--- src/rtl/messbauer_channel_sequencer.sv ---
// Mossbauer multichannel-scaling sequencer: sweep/channel timing and detector gating.
// Optional macro DEAD_TIME_EN adds a DEAD_CYCLES count-suppression window after each count.
module messbauer_channel_sequencer #(
    parameter int SYNC_STAGES = 2,
    parameter int DEAD_CYCLES = 4
) (
    input  logic        clk,
    input  logic        rst,
    input  logic        enable,
    input  logic        sync_in,
    input  logic        det_in,
    input  logic [15:0] dwell,
    input  logic [11:0] n_chan,
    output logic        start,
    output logic        chanel,
    output logic        count,
    output logic [11:0] chan_idx,
    output logic [15:0] sweep_cnt,
    output logic        sync_err,
    output logic        busy
);

    typedef enum logic [1:0] {
        IDLE,
        WAIT_SYNC,
        RUN
    } state_t;

    if (SYNC_STAGES < 2 || SYNC_STAGES > 4 || DEAD_CYCLES < 1) begin : g_bad_cfg
        $error("messbauer_channel_sequencer: unsupported parameter value");
    end

    logic [SYNC_STAGES-1:0] det_sync_q;
    logic [SYNC_STAGES-1:0] sync_sync_q;
    logic                   det_prev_q;
    logic                   sync_prev_q;

    state_t      state_q;
    logic        rst_ok_q;
    logic        start_q;
    logic        chanel_q;
    logic        count_q;
    logic [11:0] idx_q;
    logic [15:0] sweep_q;
    logic        err_q;
    logic        busy_q;
    logic [15:0] dcnt_q;
    logic [15:0] dwell_lat_q;
    logic [11:0] nch_lat_q;

    logic        det_rise;
    logic        sync_rise;
    logic        det_ok;
    logic [15:0] dwell_eff;
    logic [11:0] nch_eff;

    assign det_rise  = det_sync_q[SYNC_STAGES-1] & ~det_prev_q;
    assign sync_rise = sync_sync_q[SYNC_STAGES-1] & ~sync_prev_q;
    assign dwell_eff = (dwell == 16'd0) ? 16'd1 : dwell;
    assign nch_eff   = (n_chan == 12'd0) ? 12'd1 : n_chan;

`ifdef DEAD_TIME_EN
    logic [15:0] dead_q;
    assign det_ok = det_rise & (dead_q == 16'd0);
`else
    assign det_ok = det_rise;
`endif

    // Bring the asynchronous detector and sweep-sync pulses into the clock domain.
    always_ff @(posedge clk or negedge rst) begin
        if (!rst) begin
            det_sync_q  <= '0;
            sync_sync_q <= '0;
            det_prev_q  <= 1'b0;
            sync_prev_q <= 1'b0;
        end else begin
            det_sync_q  <= {det_sync_q[SYNC_STAGES-2:0], det_in};
            sync_sync_q <= {sync_sync_q[SYNC_STAGES-2:0], sync_in};
            det_prev_q  <= det_sync_q[SYNC_STAGES-1];
            sync_prev_q <= sync_sync_q[SYNC_STAGES-1];
        end
    end

    // Sweep FSM with registered pulse and status outputs; held one clock after reset release.
    always_ff @(posedge clk or negedge rst) begin
        if (!rst) begin
            state_q     <= IDLE;
            rst_ok_q    <= 1'b0;
            start_q     <= 1'b0;
            chanel_q    <= 1'b0;
            count_q     <= 1'b0;
            idx_q       <= '0;
            sweep_q     <= '0;
            err_q       <= 1'b0;
            busy_q      <= 1'b0;
            dcnt_q      <= '0;
            dwell_lat_q <= 16'd1;
            nch_lat_q   <= 12'd1;
`ifdef DEAD_TIME_EN
            dead_q      <= '0;
`endif
        end else begin
            rst_ok_q <= 1'b1;
            start_q  <= 1'b0;
            chanel_q <= 1'b0;
            count_q  <= 1'b0;
            if (rst_ok_q) begin
                if (!enable) begin
                    state_q <= IDLE;
                    busy_q  <= 1'b0;
                    idx_q   <= '0;
                    dcnt_q  <= '0;
`ifdef DEAD_TIME_EN
                    dead_q  <= '0;
`endif
                end else begin
                    unique case (state_q)
                        IDLE: begin
                            state_q <= WAIT_SYNC;
                            busy_q  <= 1'b1;
                            sweep_q <= '0;
                            err_q   <= 1'b0;
                        end
                        WAIT_SYNC: begin
                            if (sync_rise) begin
                                state_q     <= RUN;
                                start_q     <= 1'b1;
                                idx_q       <= '0;
                                dcnt_q      <= dwell_eff;
                                dwell_lat_q <= dwell_eff;
                                nch_lat_q   <= nch_eff;
                            end
                        end
                        RUN: begin
                            count_q <= det_ok;
`ifdef DEAD_TIME_EN
                            if (det_ok)
                                dead_q <= 16'(DEAD_CYCLES);
                            else if (dead_q != 16'd0)
                                dead_q <= dead_q - 16'd1;
`endif
                            if (sync_rise) begin
                                err_q       <= 1'b1;
                                start_q     <= 1'b1;
                                idx_q       <= '0;
                                dcnt_q      <= dwell_eff;
                                dwell_lat_q <= dwell_eff;
                                nch_lat_q   <= nch_eff;
                            end else if (dcnt_q == 16'd1) begin
                                chanel_q <= 1'b1;
                                dcnt_q   <= dwell_lat_q;
                                if (idx_q == nch_lat_q - 12'd1) begin
                                    idx_q   <= '0;
                                    sweep_q <= sweep_q + 16'd1;
                                    state_q <= WAIT_SYNC;
`ifdef DEAD_TIME_EN
                                    dead_q  <= '0;
`endif
                                end else begin
                                    idx_q <= idx_q + 12'd1;
                                end
                            end else begin
                                dcnt_q <= dcnt_q - 16'd1;
                            end
                        end
                        default: state_q <= IDLE;
                    endcase
                end
            end
        end
    end

    assign start     = start_q;
    assign chanel    = chanel_q;
    assign count     = count_q;
    assign chan_idx  = idx_q;
    assign sweep_cnt = sweep_q;
    assign sync_err  = err_q;
    assign busy      = busy_q;

endmodule
--- config.mk ---
export PLATFORM = sky130hd
export DESIGN_NAME = messbauer_channel_sequencer
export DESIGN_NICKNAME = d
export VERILOG_FILES = /design/src/rtl/messbauer_channel_sequencer.sv
export SDC_FILE = /design/constraint.sdc
export NUM_CORES = 1
export LEC_CHECK = 0
export ABC_AREA = 0
export BUFFER_PORTS_ARGS = -buffer_cell sky130_fd_sc_hd__buf_2
export CORE_UTILIZATION = 45
export CTS_BUF_LIST = sky130_fd_sc_hd__clkbuf_2 sky130_fd_sc_hd__clkbuf_4 sky130_fd_sc_hd__clkbuf_8
export CTS_CLUSTER_DIAMETER = 200
export CTS_CLUSTER_SIZE = 28
export DETAILED_ROUTE_END_ITERATION = 10
export MAX_ROUTING_LAYER = met4
export PLACE_DENSITY_LB_ADDON = 0.15
export SYNTH_ARGS = -nofsm -noshare
export SYNTH_HDL_FRONTEND = slang
export SYNTH_SLANG_ARGS = --single-unit
--- constraint.sdc ---
create_clock -name clk -period 4.2 [get_ports clk]
set_clock_uncertainty 0.2 [all_clocks]
set_input_delay 0.21 -clock clk [delete_from_list [all_inputs] [get_ports clk]]
set_output_delay 0.21 -clock clk [all_outputs]
set_load 0.02 [all_outputs]
---- After elaboration in Yosys (flattened, before gate mapping) ----
Index checks and enable logic that the tools add are counted.
Widths: inputs -> output; s select.
storage, ports and cells
  flip-flop bits (word level) ............. 86
  input bits .............................. 33
cells by class
  add/subtract/negate cells ............... 4
  equality and inequality tests ........... 15
  multiplexer cells ....................... 39
  reductions and logical operators ........ 12
  bitwise gates (word level) .............. 4
operators with widths
  operator               count
  $mux 16                8
  $mux 12                6
  $pmux 16 s2            2
  $pmux 12 s2            1
  $add 16x1->16 const B  1
  $eq 16x1->1 const B    1
  $logic_not 16->1       1
  $sub 16x1->16 const B  1
  $mux 1                 15
  $add 12x1->12 const B  1
  $eq 12x12->1           1
  $logic_not 12->1       1
  $ne 3x3->1 const B     4
  $reduce_and 4->1       3
  $sub 12x1->12 const B  1
  $mux 2                 5
  $ne 2x2->1 const B     4
  $pmux 2 s3             1
  $reduce_and 6->1       1
  $reduce_and 5->1       1
  $ne 4x4->1 const B     1
  $ne 3x1->1 const B     1
  $reduce_and 3->1       1
  $and 1x1->1            2
  9 further kinds        10

---- Depth between registers and ports, before layout ----
Gate-level depths: netlist (run 1).
  word-level depth ........................ 7
  depth in mapped cells ................... 13

---- Worst setup path after synthesis (run 1) ----
No wires, ideal clock.
  kind .................................... register to register
  start ................................... register nch_lat_q[1]
  end ..................................... register sweep_q[15] (netlist: sweep_cnt[15])
  slack ................................... 1.051 ns
  stages on the path, launching flop included .. 13
  required time ........................... 3.922 ns
  arrival ................................. 2.871 ns
  path through ............................ dfrtp_1 > inv_1 > ha_1 > or3b_1 > clkbuf_1 > nor4_1 > a31oi_1 > or3_1 > a211oi_2 > a21oi_2 > buf_6 > or4_1 > a21oi_1
on the way
  longest elaborated chain between the ends .. 4
RTL lines
  item                               RTL line  text
  start: declaration                 49        logic [11:0] nch_lat_q;
  start signal: assignment           131       nch_lat_q <= nch_eff;
  start signal: assignment           148       nch_lat_q <= nch_eff;
  $sub 12x1->12                      152       if (idx_q == nch_lat_q - 12'd1) begin
  $eq 12x12->1                       152
  $ne 2x2->1 (no source line)        -
  $reduce_and 6->1 (no source line)  -
  end signal: assignment             154       sweep_q <= sweep_q + 16'd1;
  end: declaration                   44        logic [15:0] sweep_q;
No other way between the ends.
A chain may end at the register's enable or synchronous reset.

---- Final worst setup path (run 1) ----
Same ends and word-level chain as after synthesis.

==> impl_metrics.json, run 1 <==
{
  "drv_slew": 0,
  "power.total_w": 0.003051,
  "clk_pin_slew_ns": 0.09,
  "yosysSeqAreaShare_pct": 44.21,
  "worst_ep_required_time_ns": 4.29,
  "vias_per_cell": 5.644,
  "clock_sinks": 86,
  "async_reset_ff_share_pct": 100.0,
  "start_util_pct": 46.79,
  "area_delta_synth_final_pct": 19.23,
  "endpoint_kind": "register",
  "synth-edff-count": 0,
  "root_buffer": "clkbuf_8",
  "post-place-ws_ns": 0.7244,
  "firstDrtPassIters": 5,
  "path_max_fanout": 13,
  "final_antenna_net_count": 0,
  "rsz0062_at_grt": "no",
  "worstHoldPathType": "in2reg",
  "cts_buffers": 9,
  "core_area_mm2": 0.01042,
  "status": "completed",
  "drv_cap": 0,
  "finalHoldViolCount": 0,
  "powerDensity_mw_per_mm2": 525.1,
  "leakagePower_nw": 2.653,
  "io_pins": 66,
  "insertedDiodeCount": 0,
  "cts_max_level": 3,
  "yosysUniqueCellTypes": 58,
  "drive_above_1_share_pct": 14.26,
  "synth_cells": 583,
  "syn_area_mm2": 0.004873,
  "die_y_um": 106.1,
  "slew_headroom_pct": 45.35,
  "grt_use_total_pct": 24.63,
  "synth.avg_cell_area_um2": 8.359,
  "synth_nets": 625,
  "regArea_mm2": 0.002155,
  "tightest_slew_ns": 0.8147,
  "route.detailed.drc": 0,
  "die_width_um": 106.1,
  "rows": 37,
  "nets": 710,
  "cts-resized-gates": 0,
  "drtIter0Drc": 316,
  "numPortBuffers": 65,
  "antenna_found_initial": 0,
  "wirelength_mm": 12.71,
  "dieArea_mm2": 0.01125,
  "irDropWorstVdd_mv": 0.2429,
  "multiInputGateArea_mm2": 0.002549,
  "setup_ws_ns": 0.7123,
  "num_vias": 4566,
  "worstSkewPairLatency_ns": 0.37,
  "grt_max_degree": 56,
  "final_common_cell": "nand2_1",
  "start_kind": "register",
  "path_class": "reg2reg",
  "final_cell_mix": "nand2_1, dfrtp_1, buf_2, a21oi_1, nor2_1",
  "clockBufferDepth": 2,
  "grt-ovfl-total": 0,
  "ys_ff_latch": 86,
  "fmax_mhz": 286.7,
  "min_period_ns": 3.488,
  "wire_per_inst_um": 15.72,
  "fillers": 953,
  "dp_hpwl_mm": 8.687,
  "setup_tns_ns": 0,
  "place.gp.congestion": 0.8987,
  "ys.warnings.count": 0,
  "grt_pass1_wl_mm": 21.40,
  "finalCritPeriodShare_pct": 83.04,
  "cts_setup_buffers": 0,
  "grt_pass1_vias": 4425,
  "crit_arrival_ns": 3.58,
  "cts_tree": "built",
  "setup_viol": 0,
  "synthFlopType": "dfrtp_1"
}
-- Yosys cell counts, drive strengths merged, types with 10 or more instances --
library cell,n,area [um2]
nand2,140,525.5
dfrtp,84,2102
a21oi,39,198.9
nor2,35,131.4
o21ai,30,150.1
clkbuf,22,82.58
xnor2,22,192.7
nand3,21,105.1
nor3,21,105.1
a211oi,13,102.6
nor4,13,96.34
a31oi,12,75.07
inv,10,37.54
-- cell families (layout without fill, tap and decap cells) --
| kind of cell | count (synthesis) | count (layout) | share of synthesized area, % |
|---|---|---|---|
| AO/OA/AOI/OAI | 140 | 140 | 18.49 |
| XOR/XNOR | 27 | 27 | 4.852 |
| adder cells (fa/ha/maj) | 9 | 9 | 2.311 |
| buffers and inverters | 41 | 131 | 3.492 |
| flip-flops | 86 | 86 | 44.21 |
| multiplexers | 1 | 1 | 0.2054 |
| other | 1 | 1 | 0.07695 |
| AND/OR/NAND/NOR | 278 | 278 | 26.37 |
-- cell type report --
type                    instances  share of cell area, %
inverters                      11                 0.7106
clock inverters                 7                  1.270
clock buffers                   9                  2.132
repair buffers                104                  12.02
multi-input cells             456                  43.86
well taps                     136                  2.929
flip-flops and latches         86                  37.08
-- routing by layer --
metal  vias up  share of wire [%]  track usage, %
met5         -                  0               -
met4         0                1.6           9.821
met3        16                3.5           3.311
met2       110                 48           38.94
met1      2191                 47           32.15
li1       2249                  -               -
-- worst paths after layout --
path                       depth (start not counted)                         end                      from  slack (ns)
max                                               11   sweep_cnt[15]$_DFFE_PN0P_  nch_lat_q[1]$_DFFE_PN0P_        0.71
min                                                3      dcnt_q[15]$_DFFE_PN0P_                    enable        0.03
max reg2reg                                       11   sweep_cnt[15]$_DFFE_PN0P_  nch_lat_q[1]$_DFFE_PN0P_        0.71
min reg2reg                                        0     det_sync_q[1]$_DFF_PN0_   det_sync_q[0]$_DFF_PN0_        0.15
max in group asynchronous                          3  dwell_lat_q[0]$_DFFE_PN1P_                       rst        2.64
min in group asynchronous                          2     chan_idx[8]$_DFFE_PN0P_                       rst        0.24
-- repair_timing --
item	4_1_cts	5_1_grt
setup endpoints to repair	0	0
hold buffers	31	0
endpoints found under the hold margin	95	0
-- report_power, final --
group / internal [W] / total [W] / switching (W)
logic: 0.000464 / 0.00118 / 0.000719
clock network: 0.000277 / 0.000595 / 0.000318
registers: 0.00104 / 0.00127 / 0.000229
-- state kept, by name, summed over array words and instances (netlist names) --
signal	count
dcnt_q	16
dwell_lat_q	16
sweep_cnt	16
chan_idx	12
nch_lat_q	12
det_sync_q	2
state_q	2
sync_sync_q	2
busy	1
chanel	1
count	1
det_prev_q	1
rst_ok_q	1
start	1
sync_err	1
sync_prev_q	1
-- metrics by stage --
stage | hold slack (ns) | cells | instance area, um2 | utilization [%]
2_1_floorplan | -0.2856 | 583 | 4873 | -
3_3_place_gp | 0.1139 | 762 | 5303 | 50.91
3_5_place_dp | 0.1150 | 762 | 5303 | 50.91
4_1_cts | 0.001147 | 809 | 5811 | 55.78
5_1_grt | 0.03538 | 809 | 5811 | 55.78
6_report | 0.02577 | 809 | 5811 | 55.78
-- critical path: stages, from the launching register on --
cell and delay (ns):
dfrtp_1 0.41, inv_1 0.08, ha_1 0.23, or3b_1 0.48, nor4_1 0.32, a31oi_1 0.07
or3_1 0.34, a211oi_2 0.22, buf_4 0.22, a21oi_2 0.15, or4_1 0.54, a21oi_1 0.14
No activity file was read; power rests on OpenSTA's default activity.
==> inputs of run 2 (changes only) <==
==> constraint.sdc (replaced) <==
create_clock -name clk -period 3.4 [get_ports clk]
set_clock_uncertainty 0.2 [all_clocks]
set_input_delay 0.17 -clock clk [delete_from_list [all_inputs] [get_ports clk]]
set_output_delay 0.17 -clock clk [all_outputs]
set_load 0.02 [all_outputs]
==> run 2 against run 1 <==
  * Critical path depth decreased by 1
  * Clock-buffer cell count increased by 2
  * First-iteration DRC count increased by 3.5%
  * Sequential share of layout area decreased by 1.1 points
  * Critical path type unchanged
  * Global-route usage increased by 0.072 points
  * Highest routed layer unchanged
  * Largest power group is now combinational logic
==> impl_metrics.json, run 2 (same netlist as run 1, synthesis figures left out) <==
{
  "placed_cells": 768,
  "area_delta_synth_final_pct": 23.00,
  "cp_num_buf_inv": 1,
  "root_buffer": "clkbuf_8",
  "drv_slew": 0,
  "place_area_mm2": 0.005348,
  "slowest_stage": "or4_1",
  "wire_per_inst_um": 15.89,
  "setup_viol": 0,
  "tightest_slew_ns": 0.8174,
  "grt_use_total_pct": 24.70,
  "dp_hpwl_mm": 8.736,
  "numPortBuffers": 65,
  "fin_area_mm2": 0.005995,
  "die_width_um": 106.1,
  "grt_pass1_vias": 4504,
  "path_max_fanout": 5,
  "grt_pass1_wl_mm": 21.75,
  "clock_sinks": 86,
  "vias_per_cell": 5.616,
  "slew_headroom_pct": 45.17,
  "crit_arrival_ns": 3.29,
  "drv_cap": 0,
  "start_kind": "register",
  "drtIter0Drc": 327,
  "insertedDiodeCount": 0,
  "dieArea_mm2": 0.01125,
  "powerDensity_mw_per_mm2": 668.8,
  "io_pins": 66,
  "finalHoldViolCount": 0,
  "fin_util_pct": 57.55,
  "firstDrtPassIters": 4,
  "power.total_w": 0.004009,
  "setup_tns_ns": 0,
  "core_area_mm2": 0.01042,
  "fillers": 979,
  "route.detailed.drc": 0,
  "worstSkewPairLatency_ns": 0.35,
  "fmax_mhz": 312.0,
  "nets": 722,
  "place.gp.congestion": 0.8708,
  "final_cell_mix": "nand2_1, dfrtp_1, buf_2, a21oi_1, nor2_1",
  "worstHoldPathType": "reg2reg",
  "num_vias": 4605,
  "min_period_ns": 3.205,
  "cts_buffers": 9,
  "cpPeakStageDelay_ns": 0.52,
  "status": "completed",
  "wirelength_mm": 13.03,
  "clk_pin_slew_ns": 0.09,
  "irDropWorstVdd_mv": 0.3365,
  "critical-path-top-delay-family": "simple AND/OR/NAND/NOR gates",
  "finalCritPeriodShare_pct": 94.27,
  "cts_max_level": 3,
  "die_y_um": 106.1,
  "rsz0062_at_grt": "no",
  "clockBufferDepth": 2,
  "cts_tree": "built",
  "rows": 37,
  "final_common_cell": "nand2_1",
  "leakagePower_nw": 2.734,
  "worst_ep_required_time_ns": 3.48,
  "path_class": "reg2reg",
  "grt_max_degree": 59,
  "antenna_found_initial": 0,
  "drive_above_1_share_pct": 16.96,
  "final_antenna_net_count": 0,
  "start_util_pct": 46.79,
  "worstPathCellList": "inv_2 > ha_4 > or3b_4 > nor4_2 > a31oi_1 > or3_4 > a211oi_4 > a21oi_4 > or4_1 > a21oi_1",
  "grt-ovfl-total": 0,
  "final_cells": 820,
  "endpoint_kind": "register"
}
## run 2: cell count changes in the layout (fill, tap and decap cells not counted), sizes merged
cell	previous run	this run
buf	73	83
clkbuf	9	11
clkinv	5	3
a21oi	39	40
bufinv	1	2
clkinvlp	1	0
dlygate4sd3	31	32
inv	11	10
## run 2: final cells by class
class / count / area [um2] / area share [%]
clock buffer: 11 / 151.4 / 2.526
clock inverter: 4 / 70.07 / 1.169
inverter: 11 / 41.29 / 0.6888
multi-input combinational: 457 / 2620 / 43.71
sequential: 86 / 2155 / 35.94
tap: 136 / 170.2 / 2.839
timing repair buffer: 115 / 787.0 / 13.13
## run 2: worst reg2reg max path: cells and delay by family, from the launching register on
kind	cells	cell delay, ns
buffers and inverters	1	0.10
AND/OR/NAND/NOR	4	1.56
flip-flops	1	0.43
AO/OA/AOI/OAI	4	0.72
adder cells (fa/ha/maj)	1	0.15
## run 2: routing by layer
layer  up-vias  global-route usage (%)  routed length, um
li1       2271                       -                  -
met1      2223                   32.45               6056
met2        96                   39.96               6328
met3        15                   3.066                447
met4         0                   7.837                196
met5         -                       -                  0
## run 2: worst paths after layout
path	depth (start not counted)	end	startpoint	slack [ns]
setup / recovery	10	sweep_cnt[13]$_DFFE_PN0P_	nch_lat_q[1]$_DFFE_PN0P_	0.19
hold / removal	0	det_sync_q[1]$_DFF_PN0_	det_sync_q[0]$_DFF_PN0_	0.15
setup reg to reg	10	sweep_cnt[13]$_DFFE_PN0P_	nch_lat_q[1]$_DFFE_PN0P_	0.19
hold reg to reg	0	det_sync_q[1]$_DFF_PN0_	det_sync_q[0]$_DFF_PN0_	0.15
max in group asynchronous	3	sync_prev_q$_DFF_PN0_	rst	2.02
min in group asynchronous	2	sweep_cnt[15]$_DFFE_PN0P_	rst	0.23
## run 2: where the power goes
part           switching, W  total (W)  leakage (nW)  internal, W
clock network      0.000370   0.000818         0.115     0.000448
logic              0.000956    0.00163          1.49     0.000675
registers          0.000270    0.00156          1.13      0.00129
## run 2: through the flow
step	hold WS (ns)	worst slack [ns]
6_report	0.1544	0.1947
5_1_grt	0.1676	0.006272
4_1_cts	0.1575	0.0001641
3_5_place_dp	0.07934	0.009508
3_3_place_gp	0.07994	0.1316
2_1_floorplan	-0.3256	0.2509
## run 2: timing repair
item	CTS	global route
endpoints found under the setup margin	0	28
hold buffers	32	0
endpoints found under the hold margin	100	0
resized for setup	0	14
buffers inserted	0	4
==> inputs of run 3 (changes only) <==
--- a/config.mk
+++ b/config.mk
@@ -14,6 +14,7 @@
 export DETAILED_ROUTE_END_ITERATION = 10
 export MAX_ROUTING_LAYER = met4
 export PLACE_DENSITY_LB_ADDON = 0.15
+export REMOVE_ABC_BUFFERS = 1
 export SYNTH_ARGS = -nofsm -noshare
 export SYNTH_HDL_FRONTEND = slang
 export SYNTH_SLANG_ARGS = --single-unit
==> run 3 against run 2 <==
  * Cell area shrank 0.35%
  * Clock-buffer cell count grew 4
  * Total power down 2.2%
  * Combinational power about the same
  * Global-route usage hardly changed
  * Via count rose by 0.37%
  * Maximum frequency is 1.3% lower
  * Die area did not move
  * Flip-flop and latch count stayed put
  * Critical path type unchanged
  * Largest cell class unchanged
==> impl_metrics.json, run 3 (same netlist as run 1, synthesis figures left out) <==
{
  "worst_ep_required_time_ns": 3.49,
  "final_cells": 821,
  "die_y_um": 106.1,
  "finalCritPeriodShare_pct": 95.53,
  "wl_met1_mm": 6.045,
  "numPortBuffers": 65,
  "clockBufferDepth": 2,
  "antenna_found_initial": 0,
  "slew_headroom_pct": 43.96,
  "grt_use_total_pct": 24.68,
  "status": "completed",
  "drive_above_1_share_pct": 17.08,
  "firstDrtPassIters": 4,
  "io_pins": 66,
  "worstPathCellList": "inv_2 > ha_4 > or3b_4 > nor4_4 > a31oi_1 > or3_4 > a211oi_4 > a21oi_4 > or4_1 > a21oi_1",
  "r2r_cells": 10,
  "grt_pass1_wl_mm": 21.40,
  "cpPeakStageDelay_ns": 0.51,
  "clock_sinks": 86,
  "final_cell_mix": "nand2_1, dfrtp_1, buf_2, a21oi_1, nor2_1",
  "leakagePower_nw": 2.726,
  "worstReg2RegStart": "nch_lat_q[1]$_DFFE_PN0P_",
  "cp_num_buf_inv": 1,
  "dieArea_mm2": 0.01125,
  "cts_tree": "built",
  "clk_pin_slew_ns": 0.09,
  "drtIter0Drc": 231,
  "final_common_cell": "nand2_1",
  "grt-ovfl-total": 0,
  "num_vias": 4622,
  "wirelength_mm": 12.79,
  "insertedDiodeCount": 0,
  "worstSkewPairLatency_ns": 0.36,
  "timing.rr.end": "sweep_cnt[13]$_DFFE_PN0P_",
  "grt_pass1_vias": 4381,
  "path_max_fanout": 6,
  "tightest_slew_ns": 0.8355,
  "core_area_mm2": 0.01042,
  "route.detailed.drc": 0,
  "cts_max_level": 3,
  "die_width_um": 106.1,
  "drv_cap": 0,
  "critical-path-top-delay-family": "simple AND/OR/NAND/NOR gates",
  "root_buffer": "clkbuf_8",
  "regToRegSetupSlack_ns": 0.15,
  "crit_arrival_ns": 3.34,
  "rows": 37,
  "cts_buffers": 9,
  "endpoint_kind": "register",
  "min_path_cells": 0,
  "start_util_pct": 46.79,
  "slowest_stage": "or4_1",
  "place.gp.congestion": 0.8602,
  "vias_per_cell": 5.630,
  "drv_slew": 0,
  "start_kind": "register",
  "setup_viol": 0,
  "fin_util_pct": 57.35,
  "area_delta_synth_final_pct": 22.57,
  "wl_met2_mm": 6.164,
  "setup_tns_ns": 0,
  "dp_hpwl_mm": 8.688,
  "finalHoldViolCount": 0,
  "hp-start": "det_sync_q[0]$_DFF_PN0_",
  "wl_met3_um": 384,
  "grt_max_degree": 63,
  "path_class": "reg2reg",
  "rsz0062_at_grt": "no",
  "top_layer": "met4",
  "nets": 723,
  "powerDensity_mw_per_mm2": 656.5,
  "placed_cells": 768,
  "wire_per_inst_um": 15.58,
  "min_delay_worst_endpoint": "det_sync_q[1]$_DFF_PN0_",
  "irDropWorstVdd_mv": 0.3510,
  "final_antenna_net_count": 0,
  "min_period_ns": 3.248,
  "fmax_mhz": 307.9,
  "worstHoldPathType": "reg2reg"
}
run 3: how the worst max path moves through the flow:
stage / startpoint / end / slack (ns) / cells after the start
floorplan: nch_lat_q[1]$_DFFE_PN0P_ / sweep_cnt[15]$_DFFE_PN0P_ / 0.02 / 10
global placement: nch_lat_q[1]$_DFFE_PN0P_ / sweep_cnt[15]$_DFFE_PN0P_ / 0.18 / 10
detailed placement: nch_lat_q[1]$_DFFE_PN0P_ / chan_idx[0]$_DFFE_PN0P_ / 0.04 / 11
CTS: nch_lat_q[1]$_DFFE_PN0P_ / chan_idx[0]$_DFFE_PN0P_ / 0.03 / 11
global route: nch_lat_q[1]$_DFFE_PN0P_ / sweep_cnt[15]$_DFFE_PN0P_ / 0.01 / 12
finish: nch_lat_q[1]$_DFFE_PN0P_ / sweep_cnt[13]$_DFFE_PN0P_ / 0.15 / 10
run 3: metrics by stage:
stage / area (um2) / power, W / setup slack (ns) / hold slack (ns)
after floorplan: 4745 / 0.002572 / 0.02010 / -0.3256
after global placement: 5348 / 0.003009 / 0.1825 / 0.07868
after detailed placement: 5348 / 0.003055 / 0.04262 / 0.08013
after CTS: 5862 / 0.003818 / 0.02720 / 0.1622
after global routing: 5973 / 0.004235 / 0.01070 / 0.1648
final: 5973 / 0.003921 / 0.1521 / 0.1595
run 3: worst register-to-register path, stage by stage, from the launching register on:
cell and delay (ns):
dfrtp_1 0.42, inv_2 0.09, ha_4 0.15, or3b_4 0.42, nor4_4 0.26, a31oi_1 0.06
or3_4 0.36, a211oi_4 0.41, a21oi_4 0.13, or4_1 0.51, a21oi_1 0.16
run 3: power breakdown:
group | total [W] | internal [W] | switching [W] | leakage (nW)
sequential | 0.00157 | 0.00129 | 0.000277 | 1.13
combinational | 0.00163 | 0.000677 | 0.000958 | 1.50
clock | 0.000719 | 0.000359 | 0.000360 | 0.103
run 3: repair_timing:
item	4_1_cts	5_1_grt
buffers inserted	0	5
resized for setup	0	15
setup endpoints to repair	0	26
hold buffers	32	0
hold endpoints to repair	106	0
run 3: layout make-up:
class	instances	area (um2)
sequential	86	2155
multi-input combinational	456	2616
timing repair buffer	117	797.0
inverter	11	41.29
tap	136	170.2
fill	961	4443
clock buffer	15	193.9
run 3: per-layer routing:
layer	vias up	global-route usage [%]
met5	-	-
met4	0	9.623
met3	15	3.679
met2	92	39.54
met1	2252	31.62
li1	2263	-
